[config.mk]
export PLATFORM = sky130hd
export DESIGN_NAME = nw_fifo_v
export DESIGN_NICKNAME = d
export VERILOG_FILES = /design/src/rtl/nw_fifo_v_pkg.sv /design/src/rtl/nw_fifo_v_mem.sv /design/src/rtl/nw_fifo_v.sv
export SDC_FILE = /design/constraint.sdc
export NUM_CORES = 1
export LEC_CHECK = 0
export ABC_AREA = 1
export CELL_PAD_IN_SITES_DETAIL_PLACEMENT = 1
export CELL_PAD_IN_SITES_GLOBAL_PLACEMENT = 1
export CORE_AREA = 2 2 70 72
export CTS_CLUSTER_DIAMETER = 200
export DETAILED_ROUTE_END_ITERATION = 12
export DIE_AREA = 0 0 72 74
export PLACE_DENSITY_LB_ADDON = 0.1
export SLEW_MARGIN = 20
export SYNTH_ARGS = -nofsm -noshare
export SYNTH_HDL_FRONTEND = slang
export SYNTH_HIERARCHICAL = 1
export SYNTH_SLANG_ARGS = --single-unit
[constraint.sdc]
create_clock -name clk -period 2 [get_ports clk]
set_input_delay 0.6 -clock clk [delete_from_list [all_inputs] [get_ports clk]]
set_output_delay 0.6 -clock clk [all_outputs]
set_load 0.02 [all_outputs]
[src/rtl/nw_fifo_v_pkg.sv]
// Shared NW FIFO package: flag bundle type and the occupancy-to-flags decode
// used for both the reset value and the next-state value of the flag register.
package nw_fifo_v_pkg;

  typedef struct packed {
    logic full;
    logic empty;
    logic nearly_full;
    logic nearly_empty;
    logic fast_empty;
  } fifov_flags_t;

  // Flags for a given occupancy out of a given depth.
  function automatic fifov_flags_t flags_from_occ(int unsigned occ, int unsigned depth);
    fifov_flags_t f;
    f.full         = (occ == depth);
    f.empty        = (occ == 0);
    f.nearly_full  = (occ == depth - 1);
    f.nearly_empty = (occ == 1);
    f.fast_empty   = (occ == 0);
    return f;
  endfunction

endpackage

[src/rtl/nw_fifo_v_mem.sv]
// Storage array for nw_fifo_v: one write port, one asynchronous read port.
// Ports:
//   clk, rst_n        clock, async active-low reset
//   we, waddr, wdata  write enable / address / data
//   raddr, rdata_c    read address and combinational read data
// On reset the array is cleared, or (init_fifo_contents=1) entry i is loaded
// with a one-hot word with bit i set for i = 0..size-2.
module nw_fifo_v_mem
  import nw_fifo_v_pkg::*;
#(
  parameter int unsigned dsize              = 4,
  parameter int unsigned size               = 5,
  parameter int unsigned init_fifo_contents = 0,
  parameter int unsigned addr_w             = $clog2(size)
) (
  input  logic              clk,
  input  logic              rst_n,
  input  logic              we,
  input  logic [addr_w-1:0] waddr,
  input  logic [dsize-1:0]  wdata,
  input  logic [addr_w-1:0] raddr,
  output logic [dsize-1:0]  rdata_c
);

  logic [dsize-1:0] mem_q [size];

  // Reset content of one entry.
  function automatic logic [dsize-1:0] reset_word(int unsigned idx);
    logic [dsize-1:0] one;
    one = dsize'(1);
    if (init_fifo_contents != 0 && idx + 1 < size && idx < dsize) return one << idx;
    return '0;
  endfunction

  // Storage write.
  always_ff @(posedge clk or negedge rst_n) begin
    if (!rst_n) begin
      for (int unsigned i = 0; i < size; i++) mem_q[i] <= reset_word(i);
    end else if (we) begin
      mem_q[waddr] <= wdata;
    end
  end

  assign rdata_c = mem_q[raddr];

endmodule

[src/rtl/nw_fifo_v.sv]
// nw_fifo_v: synchronous FIFO with registered flags, optional input register,
// optional head register and optional reset preload of one-hot ids.
// Ports:
//   clk, rst_n  clock, async active-low reset
//   push, pop   write / remove-head requests
//   data_in     write data (dsize bits)
//   data_out    head entry (dsize bits)
//   flags       fifov_flags_t {full, empty, nearly_full, nearly_empty, fast_empty}
// Optional build macro NW_FIFO_V_CHECKS_EN: simulation-only checks that stop
// the run on push while full without pop, and on pop while empty.
module nw_fifo_v
  import nw_fifo_v_pkg::*;
#(
  parameter int unsigned dsize              = 4,
  parameter int unsigned size               = 5,
  parameter int unsigned init_fifo_contents = 0,
  parameter int unsigned input_reg          = 0,
  parameter int unsigned output_reg         = 0
) (
  input  logic             clk,
  input  logic             rst_n,
  input  logic             push,
  input  logic             pop,
  input  logic [dsize-1:0] data_in,
  output logic [dsize-1:0] data_out,
  output fifov_flags_t     flags
);

  localparam int unsigned addr_w  = $clog2(size);
  localparam int unsigned cnt_w   = $clog2(size + 1);
  localparam int unsigned occ_rst = (init_fifo_contents != 0) ? size - 1 : 0;
  localparam fifov_flags_t flags_rst = flags_from_occ(occ_rst, size);

  logic              push_w;
  logic [dsize-1:0]  data_w;
  logic              do_push;
  logic              do_pop;
  logic [addr_w-1:0] wr_ptr_q, wr_ptr_nxt;
  logic [addr_w-1:0] rd_ptr_q, rd_ptr_nxt, rd_ptr_inc;
  logic [cnt_w-1:0]  occ_q, occ_nxt;
  fifov_flags_t      flags_q, flags_nxt;
  logic [addr_w-1:0] mem_raddr;
  logic [dsize-1:0]  mem_rdata_c;

  // Optional input stage: push and data delayed one cycle before the write.
  if (input_reg != 0) begin : g_in_reg
    logic             push_q;
    logic [dsize-1:0] data_q;
    always_ff @(posedge clk or negedge rst_n) begin
      if (!rst_n) begin
        push_q <= 1'b0;
        data_q <= '0;
      end else begin
        push_q <= push;
        data_q <= data_in;
      end
    end
    assign push_w = push_q;
    assign data_w = data_q;
  end else begin : g_in_direct
    assign push_w = push;
    assign data_w = data_in;
  end

  // Accept logic, pointer advance with wrap, occupancy and flag next state.
  // A push on a full FIFO is only taken when the head is popped in the same cycle.
  always_comb begin
    do_pop     = pop & ~flags_q.empty;
    do_push    = push_w & (~flags_q.full | do_pop);
    rd_ptr_inc = (rd_ptr_q == addr_w'(size - 1)) ? '0 : rd_ptr_q + addr_w'(1);
    rd_ptr_nxt = do_pop ? rd_ptr_inc : rd_ptr_q;
    wr_ptr_nxt = wr_ptr_q;
    if (do_push) wr_ptr_nxt = (wr_ptr_q == addr_w'(size - 1)) ? '0 : wr_ptr_q + addr_w'(1);
    occ_nxt    = occ_q + cnt_w'(do_push) - cnt_w'(do_pop);
    flags_nxt  = flags_from_occ(32'(occ_nxt), size);
  end

  // State registers. With a preload the write pointer starts just past the
  // last preloaded entry so the first push cannot overwrite the head.
  always_ff @(posedge clk or negedge rst_n) begin
    if (!rst_n) begin
      wr_ptr_q <= addr_w'(occ_rst);
      rd_ptr_q <= '0;
      occ_q    <= cnt_w'(occ_rst);
      flags_q  <= flags_rst;
    end else begin
      wr_ptr_q <= wr_ptr_nxt;
      rd_ptr_q <= rd_ptr_nxt;
      occ_q    <= occ_nxt;
      flags_q  <= flags_nxt;
    end
  end

  assign flags = flags_q;

  nw_fifo_v_mem #(
    .dsize              (dsize),
    .size               (size),
    .init_fifo_contents (init_fifo_contents),
    .addr_w             (addr_w)
  ) u_mem (
    .clk     (clk),
    .rst_n   (rst_n),
    .we      (do_push),
    .waddr   (wr_ptr_q),
    .wdata   (data_w),
    .raddr   (mem_raddr),
    .rdata_c (mem_rdata_c)
  );

  if (output_reg != 0) begin : g_out_reg
    // Head register: looks ahead one entry so it tracks the head after a pop;
    // cleared whenever the FIFO becomes empty.
    logic [dsize-1:0] head_q, head_nxt;
    assign mem_raddr = rd_ptr_inc;
    always_comb begin
      head_nxt = head_q;
      if (occ_nxt == '0) begin
        head_nxt = '0;
      end else if (occ_q == '0 || (occ_q == cnt_w'(1) && do_pop)) begin
        head_nxt = data_w;
      end else if (do_pop) begin
        head_nxt = mem_rdata_c;
      end
    end
    always_ff @(posedge clk or negedge rst_n) begin
      if (!rst_n) head_q <= (init_fifo_contents != 0) ? dsize'(1) : '0;
      else        head_q <= head_nxt;
    end
    assign data_out = head_q;
  end else begin : g_out_direct
    assign mem_raddr = rd_ptr_q;
    assign data_out  = mem_rdata_c;
  end

`ifdef NW_FIFO_V_CHECKS_EN
  // Simulation-only protocol checks.
  always @(posedge clk) begin
    if (rst_n) begin
      if (push_w && flags_q.full && !pop) begin
        $error("%0t %m: push while full without pop", $time);
        $finish;
      end
      if (pop && flags_q.empty) begin
        $error("%0t %m: pop while empty", $time);
        $finish;
      end
    end
  end
`endif

endmodule

==> results.json, run 1 <==
{
  "fin_util_pct": 49.0,
  "drive_gt1_share_pct": 33.3,
  "synthTopCellsByCount": "nand2_1, dfrtp_1, inv_1, o21ai_1, nand3_1",
  "leakagePower_nw": 1.16,
  "clock_path_buffers": 2,
  "overflow": 0,
  "finalCritPeriodShare_pct": 103,
  "r2r-start": "flags[3]",
  "num_vias": 1444,
  "timing.hold.ws_ns": 0.490,
  "cts.clk_slew.worst_paths_ns": 0.07,
  "syn-num-nets": 219,
  "fin_nets": 260,
  "rows": 25,
  "fp.dieH_um": 74,
  "cts.sinks": 33,
  "crit_start": "pop",
  "fin_crit_ns": 2.06,
  "wirelength_mm": 3.96,
  "ios": 17,
  "hp-class": "reg -> reg",
  "violations": "setup timing",
  "ys_seq_elements": 33,
  "die_area_um2": 5330,
  "synth_flop_cell": "dfrtp_1",
  "worstPathRequired_ns": 2.22,
  "syn_area_per_cell_um2": 8.12,
  "crit_family": "adder cells",
  "drcViolationCount": 0,
  "io_buffer_count": 16,
  "cp_slowest_cell": "fa_2",
  "grt_pass1_vias": 1498,
  "cp_common_cell": "inv_2",
  "setup-violations-final": 2,
  "fin_ws_ns": -0.0575,
  "critical_path_class": "in -> reg",
  "fin_worst_skew_ns": 0.00252,
  "fmax_mhz": 486,
  "status": "finished, violations left",
  "cpPeakStageDelay_ns": 0.53,
  "drt-wirelength-per-cell_um": 13.2,
  "end_kind": "flip-flop",
  "grt_max_degree": 34,
  "rsz0062_at_grt": "true",
  "crit_buf_inv": 4,
  "vias_per_cell": 4.81,
  "coreArea_um2": 4600,
  "finalHoldViolations": 0,
  "ys_warn_count": 6,
  "yosysTopAreaCellShare_pct": 48.3,
  "root_buffer": "clkbuf_8",
  "stdcell_area_um2": 2250,
  "initial_core_util_pct": 36.0,
  "power_density_nw_per_um2": 1680,
  "fp.dieW_um": 72,
  "clkLatencyLatePin_ns": 0.28,
  "async_flop_share_pct": 100,
  "gp_congestion": 0.767,
  "synth_area_um2": 1660,
  "numCtsBuffers": 5,
  "tightestPinTransition_ns": 0.434,
  "cts_tree": "done",
  "synth_area_leader_cell": "dfrtp_1",
  "yosys-top-cells-area": "dfrtp_1, nand2_1, inv_1",
  "antenna_left": 0,
  "synth_cells": 204,
  "crit_arrival_ns": 2.27,
  "track_usage_pct": 16.9,
  "crit_chain": "dlygate4sd2_1 > nand2_4 > buf_4 > a21oi_4 > ha_4 > inv_2 > fa_2 > inv_2 > or2_4 > nor2_2",
  "seq_area_frac_synth_pct": 49.9,
  "tns_ns": -0.110,
  "antenna_found_initial": 0,
  "antenna_cells": 0,
  "synth_edf_count": 0,
  "synth.most_common_cell": "nand2_1",
  "area_growth_pct": 35.9,
  "worstPathMaxFanout": 2,
  "dr.pass1.iters": 4,
  "grt_pass1_wl_mm": 6.87,
  "cp-start-kind": "input port",
  "worstHoldStart": "u_mem/mem_q[14]",
  "maxSlewHeadroom_pct": 71.1,
  "dr.first_iter.drc_count": 81,
  "hpwlAfterDp_mm": 3.03,
  "drv_cap": 0,
  "dpl_cell_area_um2": 1990,
  "synth_cell_type_count": 21,
  "ir_drop_mv": 0.698,
  "drv_slew": 0,
  "htree_levels": 2
}
[metal layers]
metal / vias up / global-route usage, % / wire (µm) / share of wire, %
met3: 7 / 4.20 / 103 / 2.6
met4: 0 / 5.24 / 65 / 1.6
met1: 704 / 21.3 / 1810 / 46
li1: 718 / - / - / -
met5: - / 0 / 0 / 0
met2: 15 / 28.9 / 1980 / 50
[placed cells by master, fill, tap and decap left out]
master / n
dfrtp_1: 31
clkbuf_8: 7
nand3_1: 6
dlygate4sd2_1: 4
nand2_1: 63
nor3_4: 1
fa_2: 1
buf_6: 6
nor2_2: 4
ha_4: 2
buf_4: 18
a21oi_4: 1
nand2_2: 16
dlymetal6s2s_1: 1
or2_4: 1
nand3_2: 10
nor2_4: 1
ha_1: 4
clkinv_2: 1
dfrtp_2: 1
inv_4: 1
a21oi_1: 1
nand2_4: 1
clkinv_4: 1
clkdlybuf4s50_1: 7
nor2_1: 6
o21ai_0: 7
o21ai_1: 16
inv_2: 8
inv_1: 18
dfstp_2: 1
[state kept, by name, indices dropped and copies added (netlist names)]
name	flops
occ_q	3
wr_ptr_q	3
mem_raddr	3
u_mem/mem_q	20
flags	4
[cells by family (layout without fill, tap and decap cells)]
group	after synthesis	count (layout)	synth area share (%)
adders and majority gates	7	7	5.74
and+or+nand+nor	109	109	28.9
DFF	33	33	49.9
AOI/OAI and AO/OA	25	25	8.23
buffers and inverters	30	72	7.25
[report_power, final]
part | internal, mW | total (mW) | switching (mW)
clock network | 0.311 | 0.549 | 0.238
registers | 0.973 | 1.23 | 0.256
logic | 0.907 | 2.00 | 1.09
[stage by stage]
| stage | setup slack (ns) | instances | total power, mW |
|---|---|---|---|
| floorplan | -0.106 | 204 | 2.30 |
| global placement | -0.585 | 285 | 2.84 |
| detailed placement | -0.669 | 285 | 2.95 |
| CTS | -0.117 | 298 | 3.52 |
| global route | -0.130 | 300 | 4.15 |
| finish | -0.0575 | 300 | 3.78 |
[area by class of cell]
class	count	area (µm²)
Fill cell	556	2350
Sequential cell	33	828
Multi-Input combinational cell	141	821
Timing Repair Buffer	36	320
Inverter	28	113
Clock buffer	7	96.3
Tap cell	54	67.6
Clock inverter	1	5.00
[final timing paths]
| check | endpoint | slack, ns | depth (start not counted) |
|---|---|---|---|
| setup / recovery | flags[2] | -0.06 | 10 |
| hold / removal | u_mem/mem_q[14] | 0.49 | 2 |
| setup reg to reg | flags[2] | -0.05 | 11 |
| hold reg to reg | u_mem/mem_q[14] | 0.49 | 2 |
| max in group asynchronous | flags[3] | 0.93 | 2 |
| min in group asynchronous | mem_raddr[2] | 0.73 | 2 |
[worst register-to-register path: stages, from the launching register on]
cell,delay [ns]
dfstp_2,0.55
inv_2,0.05
nand2_4,0.06
inv_4,0.04
ha_4,0.20
inv_2,0.06
ha_4,0.12
inv_2,0.03
fa_2,0.53
inv_2,0.04
or2_4,0.23
nor2_2,0.09
[repair_timing]
| item | CTS | global route |
|---|---|---|
| pin swaps | 4 | 14 |
| gates cloned | 0 | 0 |
| resized for setup | 24 | 37 |
| setup buffers | 5 | 2 |
| endpoints found under the setup margin | 12 | 8 |
| hold buffers | 0 | 0 |
No activity file was read; power rests on OpenSTA's default activity.
==> run 2: changes to the inputs <==
Settings changed: SETUP_SLACK_MARGIN from default to 0.4.
==> run 2 against run 1 <==
  * The run still ends with setup timing left
  * Combinational power increased by 16%
  * Die area unchanged
  * Utilization increased by 3.9 points
  * Power increased by 8.4%
  * Fmax decreased by 2.5%
  * Register-to-register slack got worse by 0.06 ns
  * Worst hold slack improved by 0.021 ns
  * Critical path type is now reg -> reg
  * Largest power group unchanged
==> results.json, run 2 (synthesis gave the netlist of run 1 again) <==
{
  "ios": 17,
  "cts_hold_buf": 0,
  "dp.cells": 285,
  "tns_ns": -0.312,
  "cp_common_cell": "inv_2",
  "setup-violations-final": 4,
  "track_usage_pct": 18.2,
  "cts.sinks": 33,
  "fp.dieH_um": 74,
  "crit_arrival_ns": 2.33,
  "place_worst_setup_slack_ns": -0.666,
  "antenna_left": 0,
  "cpPeakStageDelay_ns": 0.55,
  "dr.pass1.iters": 4,
  "rows": 25,
  "hpwlAfterDp_mm": 2.98,
  "ir_drop_mv": 0.688,
  "cts_tree": "done",
  "vias_per_cell": 4.83,
  "coreArea_um2": 4600,
  "fin_ws_ns": -0.111,
  "num_vias": 1474,
  "grt_max_degree": 34,
  "fin_util_pct": 52.9,
  "tightestPinTransition_ns": 0.427,
  "fin_cells": 305,
  "power.total_mw": 4.09,
  "largest_reg_flops": 20,
  "leakagePower_nw": 1.25,
  "antenna_found_initial": 0,
  "fin_crit_ns": 2.11,
  "drt-wirelength-per-cell_um": 14.5,
  "drive_gt1_share_pct": 45.4,
  "drcViolationCount": 0,
  "drv_slew": 0,
  "drv_cap": 0,
  "end_kind": "flip-flop",
  "finalHoldViolations": 0,
  "dr.first_iter.drc_count": 37,
  "fp.dieW_um": 72,
  "grt_pass1_wl_mm": 7.34,
  "regToRegSetupSlack_ns": -0.11,
  "htree_levels": 2,
  "io_buffer_count": 16,
  "rsz0062_at_grt": "true",
  "numCtsBuffers": 5,
  "antenna_cells": 0,
  "fin_nets": 265,
  "status": "finished, violations left",
  "critical_path_class": "reg -> reg",
  "crit_chain": "inv_2 > nand2_4 > inv_4 > ha_4 > inv_2 > ha_4 > inv_2 > fa_2 > inv_2 > or2_4 > nor2_2",
  "overflow": 0,
  "gp_congestion": 0.766,
  "violations": "setup timing",
  "cp_slowest_cell": "dfstp_2",
  "root_buffer": "clkbuf_8",
  "area_growth_pct": 46.8,
  "fmax_mhz": 474,
  "maxSlewHeadroom_pct": 71.5,
  "final_cell_mix": "nand2_1, dfrtp_1, nand2_2, inv_1",
  "final_common_cell": "nand2_1",
  "finalCritPeriodShare_pct": 106,
  "clkLatencyLatePin_ns": 0.28,
  "power_density_nw_per_um2": 1680,
  "regMostFlops": "u_mem/mem_q",
  "fin_worst_skew_ns": 0.00251,
  "die_area_um2": 5330,
  "wirelength_mm": 4.41,
  "initial_core_util_pct": 36.0,
  "grt_pass1_vias": 1552,
  "clock_path_buffers": 2,
  "worstPathRequired_ns": 2.22,
  "cts.clk_slew.worst_paths_ns": 0.07,
  "hp-class": "reg -> reg",
  "cp-start-kind": "flip-flop",
  "worstPathMaxFanout": 2
}
==> run 2: changes by cell type in the layout (fill, tap and decap cells not counted), moves of 10 or more <==
cell / delta
nand2_2: +11
nand2_1: -22
nand2_4: +11
buf_6: +10
==> run 2: routing by layer <==
layer	track usage [%]	part of all wire, %	vias to the layer above
met2	30.8	53	19
met1	23.8	43	716
met5	0	0	-
li1	-	-	732
met3	4.07	2.7	7
met4	5.03	1.4	0
==> run 2: path summary, 6_finish.rpt <==
check | from | end | cells after the start
worst min-delay path | u_mem/mem_q[0] | u_mem/mem_q[0] | 2
worst max-delay path | flags[3] | flags[2] | 11
worst min register to register | u_mem/mem_q[0] | u_mem/mem_q[0] | 2
max in group asynchronous | rst_n | flags[3] | 2
min in group asynchronous | rst_n | mem_raddr[2] | 2
worst max register to register | flags[3] | flags[2] | 11
==> run 2: where the power goes <==
part / leakage, nW / switching, mW / total (mW) / internal (mW)
registers: 0.411 / 0.317 / 1.29 / 0.973
logic: 0.796 / 1.26 / 2.32 / 1.06
clock network: 0.0450 / 0.242 / 0.483 / 0.241
==> run 2: area by class of cell <==
class                   instances  area, µm²
flip-flops and latches         33        828
fillers                       553       2170
clock buffers                   6       72.6
clock inverters                 2       10.0
inverters                      28        115
multi-input cells             141        948
repair buffers                 41        389
well taps                      54       67.6
==> run 2: critical path: cells and delay by family (launching register included) <==
family	cells	cell delay (ns)
DFF	1	0.55
buffers and inverters	5	0.23
and+or+nand+nor	3	0.38
adders and majority gates	3	0.88
==> run 2: repair_timing <==
item | 4_1_cts | 5_1_grt
gates resized for setup | 72 | 54
pin swaps | 25 | 30
setup endpoints to repair | 35 | 34
setup buffers | 10 | 2
==> run 2: stage by stage <==
stage / hold slack, ns / area (µm²)
finish: 0.511 / 2430
detailed placement: 0.474 / 1990
global route: 0.530 / 2430
CTS: 0.491 / 2250
global placement: 0.467 / 1990
floorplan: 0.304 / 1680
==> run 3: changes to the inputs <==
Settings changed: CORE_AREA 2 2 70 72 to 2 2 69 71, CTS_BUF_LIST from default to sky130_fd_sc_hd__clkbuf_4, DIE_AREA 0 0 72 74 to 0 0 71 73.
==> run 3 against run 2 <==
  * Final cell count is 2.3% higher
  * The flow still finishes with violations (setup timing)
  * Die area decreased by 2.7%
  * Combinational power up 13%
  * Worst setup slack got worse by 0.050 ns
  * Utilization rose by 2.4 points
  * Non-clock buffer count is 7 higher
  * Clock skew up 0.0097 ns
  * Largest cell class unchanged
  * Clock power decreased by 20%
  * Fmax is 2.3% lower
  * Wire length grew 11%
  * Via count rose by 3.1%
  * Worst hold slack got worse by 0.0083 ns
  * Critical path type unchanged
==> results.json, run 3 (synthesis gave the netlist of run 1 again) <==
{
  "status": "finished, violations left",
  "violations": "setup timing",
  "ios": 17,
  "drv_cap": 0,
  "finalCritPeriodShare_pct": 108,
  "fin_ws_ns": -0.161,
  "cp-start-kind": "flip-flop",
  "crit_buf_inv": 5,
  "crit_chain": "inv_2 > nand2_4 > inv_4 > ha_4 > inv_4 > ha_4 > inv_2 > fa_2 > inv_2 > or2_4 > nor2_2",
  "dp.cells": 285,
  "rsz0062_at_grt": "true",
  "worstPathMaxFanout": 2,
  "fp.dieH_um": 73,
  "antenna_found_initial": 0,
  "fin_cells": 312,
  "vias_per_cell": 4.87,
  "area_growth_pct": 51.2,
  "fin_worst_skew_ns": 0.0122,
  "hpwlAfterDp_mm": 3.18,
  "hp-class": "reg -> reg",
  "leakagePower_nw": 1.26,
  "crit_family": "adder cells",
  "internal-power_mw": 2.36,
  "dr.first_iter.drc_count": 54,
  "gp_congestion": 0.799,
  "antenna_cells": 0,
  "clkLatencyLatePin_ns": 0.34,
  "grt_max_degree": 34,
  "p_sw_mw": 1.94,
  "cpPeakStageDelay_ns": 0.56,
  "fillers": 530,
  "critical_path_class": "reg -> reg",
  "power_frac_clock_pct": 9.0,
  "numCtsBuffers": 5,
  "final_common_cell": "nand2_1",
  "overflow": 0,
  "setup-violations-final": 7,
  "cts.clk_slew.worst_paths_ns": 0.11,
  "cp_common_cell": "inv_2",
  "ir_drop_mv": 0.878,
  "regMostFlops": "u_mem/mem_q",
  "fin_util_pct": 55.2,
  "seqPwrFrac_pct": 30.0,
  "fin_crit_ns": 2.16,
  "drv_slew": 0,
  "cts.sinks": 33,
  "worstPathRequired_ns": 2.28,
  "tightestPinTransition_ns": 0.340,
  "wirelength_mm": 4.88,
  "drt-wirelength-per-cell_um": 15.6,
  "coreArea_um2": 4540,
  "grt_pass1_wl_mm": 7.57,
  "drcViolationCount": 0,
  "sw_frac_of_total_pct": 45.2,
  "die_area_um2": 5180,
  "num_vias": 1519,
  "maxSlewHeadroom_pct": 77.3,
  "largest_reg_flops": 20,
  "end_kind": "flip-flop",
  "cp_slowest_cell": "dfstp_2",
  "grt_pass1_vias": 1578,
  "fmax_mhz": 463,
  "io_buffer_count": 16,
  "track_usage_pct": 19.0,
  "antenna_left": 0,
  "power.share.combinational_pct": 61.0,
  "drive_gt1_share_pct": 49.6,
  "fin_nets": 272,
  "rows": 25,
  "fp.dieW_um": 71,
  "finalHoldViolations": 0,
  "root_buffer": "clkbuf_4",
  "power_density_nw_per_um2": 1720,
  "crit_arrival_ns": 2.44,
  "initial_core_util_pct": 36.5,
  "cts_tree": "done",
  "clock_path_buffers": 2,
  "final_cell_mix": "nand2_1, dfrtp_1, nand2_2, buf_6, buf_4",
  "dr.pass1.iters": 4,
  "htree_levels": 2
}
## run 3: repair_timing
action / 4_1_cts / 5_1_grt
hold buffers: 0 / 0
endpoints found under the hold margin: 0 / 0
resized for setup: 82 / 65
pin swaps: 26 / 14
endpoints found under the setup margin: 35 / 35
setup buffers: 10 / 9
## run 3: path summary, 6_finish.rpt
path                             endpoint  depth (start not counted)  slack [ns]           start
setup / recovery                 flags[2]                         11       -0.16        flags[3]
hold / removal             u_mem/mem_q[0]                          2        0.50  u_mem/mem_q[0]
setup reg to reg                 flags[2]                         11       -0.16        flags[3]
hold reg to reg            u_mem/mem_q[0]                          2        0.50  u_mem/mem_q[0]
max in group asynchronous        flags[3]                          2        1.14           rst_n
min in group asynchronous    mem_raddr[2]                          2        0.61           rst_n
## run 3: power by group through the flow
stage | Combinational, mW | Sequential (mW) | Clock (mW)
after floorplan | 1.12 | 1.18 | 0
after global placement | 1.64 | 1.21 | 0
after detailed placement | 1.74 | 1.22 | 0
after CTS | 2.08 | 1.24 | 0.391
after global routing | 2.88 | 1.33 | 0.427
final | 2.62 | 1.29 | 0.385
## run 3: metal layers
layer	up-vias	part of all wire [%]	track usage (%)
met5	-	0	0
met1	750	43	23.6
met4	0	1.3	5.03
met3	7	2.6	4.42
li1	741	-	-
met2	21	53	33.2
## run 3: tightest hold or removal path, delay by kind of cell, from the launching register on
| family | cells | cell delay [ns] |
|---|---|---|
| AOI/OAI and AO/OA | 1 | 0.05 |
| DFF | 1 | 0.37 |
| and+or+nand+nor | 1 | 0.06 |
## run 3: cell type report
class / instances / area [µm²] / share of cell area [%]
clock buffer: 6 / 45.0 / 1.80
multi-input combinational: 141 / 972 / 38.8
clock inverter: 2 / 10.0 / 0.400
timing repair buffer: 48 / 464 / 18.5
inverter: 28 / 118 / 4.70
tap: 54 / 67.6 / 2.70
sequential: 33 / 828 / 33.1
## run 3: per-stage QoR
step | power, mW | setup TNS, ns | area (µm²) | hold slack [ns] | setup slack (ns)
2_1_floorplan | 2.30 | -0.268 | 1680 | 0.304 | -0.106
3_3_place_gp | 2.85 | -5.50 | 2010 | 0.474 | -0.582
3_5_place_dp | 2.96 | -6.74 | 2010 | 0.482 | -0.687
4_1_cts | 3.71 | -0.226 | 2260 | 0.508 | -0.0720
5_1_grt | 4.64 | -1.92 | 2500 | 0.527 | -0.227
6_report | 4.30 | -0.584 | 2500 | 0.503 | -0.161
